### src/rtl/machine_mode_types_1_12_pkg.sv
// Shared types for the machine-mode trap controller: FSM states and
// exception/interrupt cause codes.
package machine_mode_types_1_12_pkg;

  typedef enum logic [1:0] {
    ST_IDLE     = 2'd0,
    ST_DRAIN    = 2'd1,
    ST_COMMIT   = 2'd2,
    ST_REDIRECT = 2'd3
  } trap_state_t;

  localparam int CODE_W = 6;

  localparam logic [CODE_W-1:0] EXC_MAL_INSN   = 6'd0;
  localparam logic [CODE_W-1:0] EXC_FAULT_INSN = 6'd1;
  localparam logic [CODE_W-1:0] EXC_ILLEGAL    = 6'd2;
  localparam logic [CODE_W-1:0] EXC_BREAK      = 6'd3;
  localparam logic [CODE_W-1:0] EXC_MAL_L      = 6'd4;
  localparam logic [CODE_W-1:0] EXC_FAULT_L    = 6'd5;
  localparam logic [CODE_W-1:0] EXC_MAL_S      = 6'd6;
  localparam logic [CODE_W-1:0] EXC_FAULT_S    = 6'd7;
  localparam logic [CODE_W-1:0] EXC_ECALL_M    = 6'd11;
  localparam logic [CODE_W-1:0] EXC_RMGMT_BASE = 6'd24;

  localparam logic [CODE_W-1:0] INT_SOFT  = 6'd3;
  localparam logic [CODE_W-1:0] INT_TIMER = 6'd7;
  localparam logic [CODE_W-1:0] INT_EXT   = 6'd11;

endpackage

### src/rtl/prv_trap_prio.sv
// Combinational trap priority encoder: exceptions first in fixed order,
// then already-masked interrupts.
module prv_trap_prio
  import machine_mode_types_1_12_pkg::*;
#(
  parameter int RMGMT_W = 2
) (
  input  logic               fault_insn,
  input  logic               mal_insn,
  input  logic               illegal_insn,
  input  logic               fault_l,
  input  logic               mal_l,
  input  logic               fault_s,
  input  logic               mal_s,
  input  logic               breakpoint,
  input  logic               env_m,
  input  logic               ex_rmgmt,
  input  logic [RMGMT_W-1:0] ex_rmgmt_cause,
  input  logic               irq_ext,
  input  logic               irq_soft,
  input  logic               irq_timer,
  output logic               valid,
  output logic               is_intr,
  output logic [CODE_W-1:0]  code,
  output logic               use_badaddr
);

  always_comb begin
    valid       = 1'b1;
    is_intr     = 1'b0;
    code        = '0;
    use_badaddr = 1'b0;
    if (breakpoint)        code = EXC_BREAK;
    else if (fault_insn) begin code = EXC_FAULT_INSN; use_badaddr = 1'b1; end
    else if (illegal_insn) code = EXC_ILLEGAL;
    else if (mal_insn)   begin code = EXC_MAL_INSN;   use_badaddr = 1'b1; end
    else if (env_m)        code = EXC_ECALL_M;
    else if (mal_s)      begin code = EXC_MAL_S;      use_badaddr = 1'b1; end
    else if (mal_l)      begin code = EXC_MAL_L;      use_badaddr = 1'b1; end
    else if (fault_s)    begin code = EXC_FAULT_S;    use_badaddr = 1'b1; end
    else if (fault_l)    begin code = EXC_FAULT_L;    use_badaddr = 1'b1; end
    else if (ex_rmgmt)     code = EXC_RMGMT_BASE + CODE_W'(ex_rmgmt_cause);
    else if (irq_ext)    begin code = INT_EXT;   is_intr = 1'b1; end
    else if (irq_soft)   begin code = INT_SOFT;  is_intr = 1'b1; end
    else if (irq_timer)  begin code = INT_TIMER; is_intr = 1'b1; end
    else                   valid = 1'b0;
  end

endmodule

### src/rtl/prv_trap_ctrl.sv
// Machine-mode trap/return controller: latch cause, drain, commit CSRs, redirect.
// Optional PRV_VECTORED_INTR_EN: vectored interrupt targets when mtvec[1:0]==2'b01.
module prv_trap_ctrl
  import machine_mode_types_1_12_pkg::*;
#(
  parameter int XLEN    = 32,
  parameter int RMGMT_W = 2
) (
  input  logic               CLK,
  input  logic               RST,
  input  logic               fault_insn,
  input  logic               mal_insn,
  input  logic               illegal_insn,
  input  logic               fault_l,
  input  logic               mal_l,
  input  logic               fault_s,
  input  logic               mal_s,
  input  logic               breakpoint,
  input  logic               env_m,
  input  logic               prot_fault_i,
  input  logic               prot_fault_l,
  input  logic               prot_fault_s,
  input  logic               ex_rmgmt,
  input  logic [RMGMT_W-1:0] ex_rmgmt_cause,
  input  logic               ret,
  input  logic               pipe_clear,
  input  logic [XLEN-1:0]    epc,
  input  logic [XLEN-1:0]    badaddr,
  input  logic               timer_int,
  input  logic               soft_int,
  input  logic               ext_int,
  input  logic               mstatus_mie,
  input  logic               mie_mtie,
  input  logic               mie_msie,
  input  logic               mie_meie,
  input  logic [XLEN-1:0]    mtvec,
  input  logic [XLEN-1:0]    mepc_r,
  output logic               insert_pc,
  output logic [XLEN-1:0]    priv_pc,
  output logic               intr,
  output logic               mcause_wen,
  output logic [XLEN-1:0]    mcause_val,
  output logic               mepc_wen,
  output logic               mtval_wen,
  output logic [XLEN-1:0]    mepc_val,
  output logic [XLEN-1:0]    mtval_val,
  output logic               mstatus_trap,
  output logic               mstatus_ret
);

  trap_state_t       r_state, w_state_next;
  logic              r_is_intr, r_is_ret;
  logic [CODE_W-1:0] r_code;
  logic [XLEN-1:0]   r_epc, r_tval, r_priv_pc, w_target, w_base;
  logic              w_valid, w_is_intr, w_use_badaddr;
  logic [CODE_W-1:0] w_code;

  prv_trap_prio #(.RMGMT_W(RMGMT_W)) u_prio (
    .fault_insn     (fault_insn | prot_fault_i),
    .mal_insn       (mal_insn),
    .illegal_insn   (illegal_insn),
    .fault_l        (fault_l | prot_fault_l),
    .mal_l          (mal_l),
    .fault_s        (fault_s | prot_fault_s),
    .mal_s          (mal_s),
    .breakpoint     (breakpoint),
    .env_m          (env_m),
    .ex_rmgmt       (ex_rmgmt),
    .ex_rmgmt_cause (ex_rmgmt_cause),
    .irq_ext        (mstatus_mie & ext_int & mie_meie),
    .irq_soft       (mstatus_mie & soft_int & mie_msie),
    .irq_timer      (mstatus_mie & timer_int & mie_mtie),
    .valid          (w_valid),
    .is_intr        (w_is_intr),
    .code           (w_code),
    .use_badaddr    (w_use_badaddr)
  );

  always_ff @(posedge CLK or posedge RST) begin
    if (RST) r_state <= ST_IDLE;
    else     r_state <= w_state_next;
  end

  always_comb begin
    w_state_next = r_state;
    case (r_state)
      ST_IDLE:     if (w_valid || ret) w_state_next = ST_DRAIN;
      ST_DRAIN:    if (pipe_clear) w_state_next = ST_COMMIT;
      ST_COMMIT:   w_state_next = ST_REDIRECT;
      ST_REDIRECT: w_state_next = ST_IDLE;
      default:     w_state_next = ST_IDLE;
    endcase
  end

  // Cause is captured only in IDLE; later input changes cannot alter the trap.
  always_ff @(posedge CLK or posedge RST) begin
    if (RST) begin
      r_is_intr <= 1'b0;
      r_is_ret  <= 1'b0;
      r_code    <= '0;
      r_epc     <= '0;
      r_tval    <= '0;
    end else if (r_state == ST_IDLE) begin
      if (w_valid) begin
        r_is_intr <= w_is_intr;
        r_is_ret  <= 1'b0;
        r_code    <= w_code;
        r_epc     <= epc;
        r_tval    <= w_use_badaddr ? badaddr : '0;
      end else if (ret) begin
        r_is_intr <= 1'b0;
        r_is_ret  <= 1'b1;
      end
    end
  end

  assign w_base = {mtvec[XLEN-1:2], 2'b00};

`ifdef PRV_VECTORED_INTR_EN
  always_comb begin
    w_target = w_base;
    if (r_is_ret) w_target = mepc_r;
    else if (r_is_intr && mtvec[1:0] == 2'b01) w_target = w_base + (XLEN'(r_code) << 2);
  end
`else
  logic w_unused_mode;
  assign w_unused_mode = ^mtvec[1:0];
  assign w_target = r_is_ret ? mepc_r : w_base;
`endif

  // Target is sampled during COMMIT so priv_pc is a pure register in REDIRECT.
  always_ff @(posedge CLK or posedge RST) begin
    if (RST) r_priv_pc <= '0;
    else     r_priv_pc <= (r_state == ST_COMMIT) ? w_target : '0;
  end

  assign insert_pc    = (r_state == ST_REDIRECT);
  assign priv_pc      = r_priv_pc;
  assign intr         = r_is_intr && (r_state == ST_DRAIN || r_state == ST_COMMIT);
  assign mcause_wen   = (r_state == ST_COMMIT) && !r_is_ret;
  assign mepc_wen     = mcause_wen;
  assign mtval_wen    = mcause_wen;
  assign mstatus_trap = mcause_wen;
  assign mstatus_ret  = (r_state == ST_COMMIT) && r_is_ret;
  assign mcause_val   = {r_is_intr, {(XLEN-1-CODE_W){1'b0}}, r_code};
  assign mepc_val     = r_epc;
  assign mtval_val    = r_tval;

endmodule

### config.mk
export PLATFORM = sky130hd
export DESIGN_NAME = prv_trap_ctrl
export DESIGN_NICKNAME = d
export VERILOG_FILES = /design/src/rtl/machine_mode_types_1_12_pkg.sv /design/src/rtl/prv_trap_prio.sv /design/src/rtl/prv_trap_ctrl.sv
export SDC_FILE = /design/constraint.sdc
export NUM_CORES = 1
export LEC_CHECK = 0
export ABC_AREA = 1
export BUFFER_PORTS_ARGS = -buffer_cell sky130_fd_sc_hd__buf_2
export CAP_MARGIN = 20
export CORE_AREA = 2 2 112 114
export DETAILED_ROUTE_END_ITERATION = 10
export DIE_AREA = 0 0 114 116
export PLACE_DENSITY = 0.72
export SLEW_MARGIN = 10
export SYNTH_ARGS = -nofsm -noshare
export SYNTH_HDL_FRONTEND = slang
export SYNTH_SLANG_ARGS = --single-unit
### constraint.sdc
create_clock -name CLK -period 7.31 [get_ports CLK]
set_clock_uncertainty 0.15 [all_clocks]
set_input_delay 0.731 -clock CLK [delete_from_list [all_inputs] [get_ports CLK]]
set_output_delay 0.731 -clock CLK [all_outputs]
set_load 0.05 [all_outputs]
==> metrics.md <==
| Metric | Value |
|---|---|
| Outcome | `completed` |
| Crit path max fanout | `31` |
| Layout Nets | `886` |
| Final hold vios | `0` |
| Most common library cell in the layout ignoring fill and taps | `buf_2` |
| FP Rows | `40` |
| Post-layout util | `0.515` |
| DR WL/cell | `13.7 um` |
| DRT Wirelength | `12.0 mm` |
| Leakage power figure | `3.70 nW` |
| Max Cap Viol | `0` |
| Setup TNS | `0 ps` |
| Cell-internal power | `0.00152 W` |
| Psw | `0.00166 W` |
| DRT antenna net count | `0` |
| Critical R2R Launch | `r_state[0]` |
| Full die area | `13200 um2` |
| Dpl hpwl | `9.28 mm` |
| Min-Delay Path Class | `in2async` |
| CTS tree | `done` |
| Worst slew margin | `0.390` |
| Crit end category | `output pin` |
| Total global-route track usage | `0.179` |
| Worst-case clock buffer depth | `2` |
| Most frequent cells in the layout | `buf_2 (260), nand2_1 (160), dfrtp_1 (105)` |
| Arrival @ worst endpoint | `2260 ps` |
| Register area share after synthesis | `0.579` |
| Die H | `116 um` |
| Number of global-route vias before repair | `3570` |
| CTS buffer count | `9` |
| Worst setup margin | `4170 ps` |
| Final antenna diode count | `0` |
| Initial core utilization | `0.381` |
| Fmax | `318 MHz` |
| I/O pin count | `289` |
| Reg power frac | `0.289` |
| Via count | `3973` |
| Core Box Area | `11900 um2` |
| Hold_buf cts | `0` |
| Die X | `114 um` |
| Pins Over Slew Limit | `0` |
| Synth Register Bits | `105` |
| Final setup fails | `0` |
| DP Worst Slack | `4310 ps` |
| Ys Warns | `0` |
| Post-CTS Setup Bufs | `0` |
| Sink Count | `105` |
| Library cells used by synthesis | `34` |
| Area of the multi-input gates | `1450 um2` |
| RSZ-0062 raised after global routing | `false` |
| First drt pass iteration count | `5` |
| Clk_lat worst skew | `340 ps` |
| Post-Synthesis Cell Area | `4540 um2` |
| Vias/cell | `4.52` |
| H-tree Lvls | `3` |
| Clock period minus worst slack | `3140 ps` |
| Final period util | `0.430` |
| Sequential cell area | `2630 um2` |
| Final global-route overflow total | `0` |
| Average size of a mapped cell | `9.49 um2` |
| Fillers | `1133` |
| Layout cells sized above 1 | `0.399` |
| Power Dens Cells | `518 nW/um2` |
| Crit path kind | `reg2out` |
| Clk pin slew, worst setup/hold paths | `70 ps` |
| Critical Path Source Type | `register` |
| Syn-to-layout area delta | `35.2%` |
| VDD IR max | `0.000213 V` |
| Placer Congestion | `0.752` |
| Clk pwr share | `0.175` |
| First-pass GRT wire length | `18.0 mm` |
| Worst Tran Pin Value | `914 ps` |
| Initial antenna violation count | `0` |
| Largest net degree at the start of global routing | `73` |
| Initial DRC Count | `226` |
| Switching share of power | `0.522` |
| # DRC | `0` |
| Resized cells post-CTS | `0` |
| Worst setup path startpoint | `r_state[0]` |
| Worst path required time | `6430 ps` |
| Root Buffer | `clkbuf_16` |
| PortBufs | `260` |
| Syn Inst Count | `478` |
| Logic pwr share | `0.536` |
sequential cells by signal, indices dropped and copies added (netlist names):
signal and flops:
mepc_val 32, mtval_val 32, priv_pc 32, r_code 5
r_is_intr 1, r_is_ret 1, r_state 2
power groups by stage:
stage	combinational [W]	sequential [W]	clock [W]
detailed placement	0.00172	0.000928	0
global placement	0.00171	0.000920	0
floorplan	0.000548	0.00174	0
finish	0.00170	0.000919	0.000555
CTS	0.00172	0.000919	0.000573
global route	0.00181	0.000946	0.000595
kinds of logic (layout without fill, tap and decap cells):
kind of cell               Yosys count  after routing  share of synthesized area
and+or+nand+nor                    193            193                      0.175
DFF                                105            105                      0.579
buffers and inverters              101            330                      0.121
AOI/OAI and AO/OA                   73             73                      0.109
adders and majority gates            5              5                     0.0138
other                                1             26                   0.000827
cell usage after synthesis:
library cell / count / area share
a21oi_1: 2 / 0.0022
a21oi_2: 2 / 0.0039
a22o_1: 30 / 0.058
and2_1: 1 / 0.0014
and3_1: 1 / 0.0014
buf_2: 3 / 0.0033
buf_4: 36 / 0.060
buf_6: 4 / 0.0099
clkbuf_1: 6 / 0.0050
conb_1: 1 / 0.00083
dfrtp_1: 105 / 0.58
ha_1: 5 / 0.014
inv_1: 50 / 0.041
inv_2: 1 / 0.00083
inv_4: 1 / 0.0014
nand2_1: 160 / 0.13
nand2_2: 1 / 0.0014
nand2_4: 1 / 0.0025
nand3_1: 7 / 0.0077
nand3_2: 1 / 0.0022
nand3b_1: 1 / 0.0017
nand4_1: 1 / 0.0014
nand4_2: 1 / 0.0028
nor2_1: 13 / 0.011
nor2_2: 1 / 0.0014
nor2_4: 1 / 0.0025
nor3_1: 1 / 0.0011
nor3_4: 1 / 0.0036
o211ai_1: 1 / 0.0017
o21a_1: 1 / 0.0017
o21ai_0: 32 / 0.035
o21ai_1: 3 / 0.0033
o31ai_1: 2 / 0.0033
or2_2: 1 / 0.0014
path summary, 6_finish.rpt:
path | endpoint | slack, ps | cells after the start
setup reg to reg | mepc_val[12] | 5020 | 6
hold / removal | mtval_val[15] | 260 | 2
max in group asynchronous | priv_pc[27] | 5530 | 3
min in group CLK | mepc_val[11] | 320 | 2
hold reg to reg | mepc_val[11] | 320 | 2
setup / recovery | mstatus_ret | 4170 | 5
area by class of cell:
type,instances,area share
sequential,105,0.428
multi-input combinational,297,0.237
timing repair buffer,262,0.215
clock buffer,9,0.0367
inverter,52,0.0326
tap,147,0.0300
clock inverter,7,0.0204
metrics by stage:
step | power (W) | hold slack (ps) | area, um2 | cells
2_1_floorplan | 0.00229 | 324 | 4630 | 503
3_3_place_gp | 0.00263 | 308 | 5780 | 863
3_5_place_dp | 0.00265 | 310 | 5780 | 863
4_1_cts | 0.00322 | 272 | 6130 | 879
5_1_grt | 0.00335 | 293 | 6130 | 879
6_report | 0.00318 | 260 | 6130 | 879
layer usage:
| layer | vias to the layer above | global-route usage | routed length (um) |
|---|---|---|---|
| met1 | 1843 | 0.218 | 4990 |
| met3 | 10 | 0.0413 | 917 |
| met4 | 0 | 0.0707 | 171 |
| li1 | 1942 | - | - |
| met2 | 178 | 0.310 | 5960 |
| met5 | - | 0 | 0 |
critical path, stage by stage (launching register included):
cell	delay [ps]
dfrtp_1	420
inv_1	110
ha_1	190
nand2_1	100
inv_1	670
buf_2	400
(Power assumes the default switching activity.)
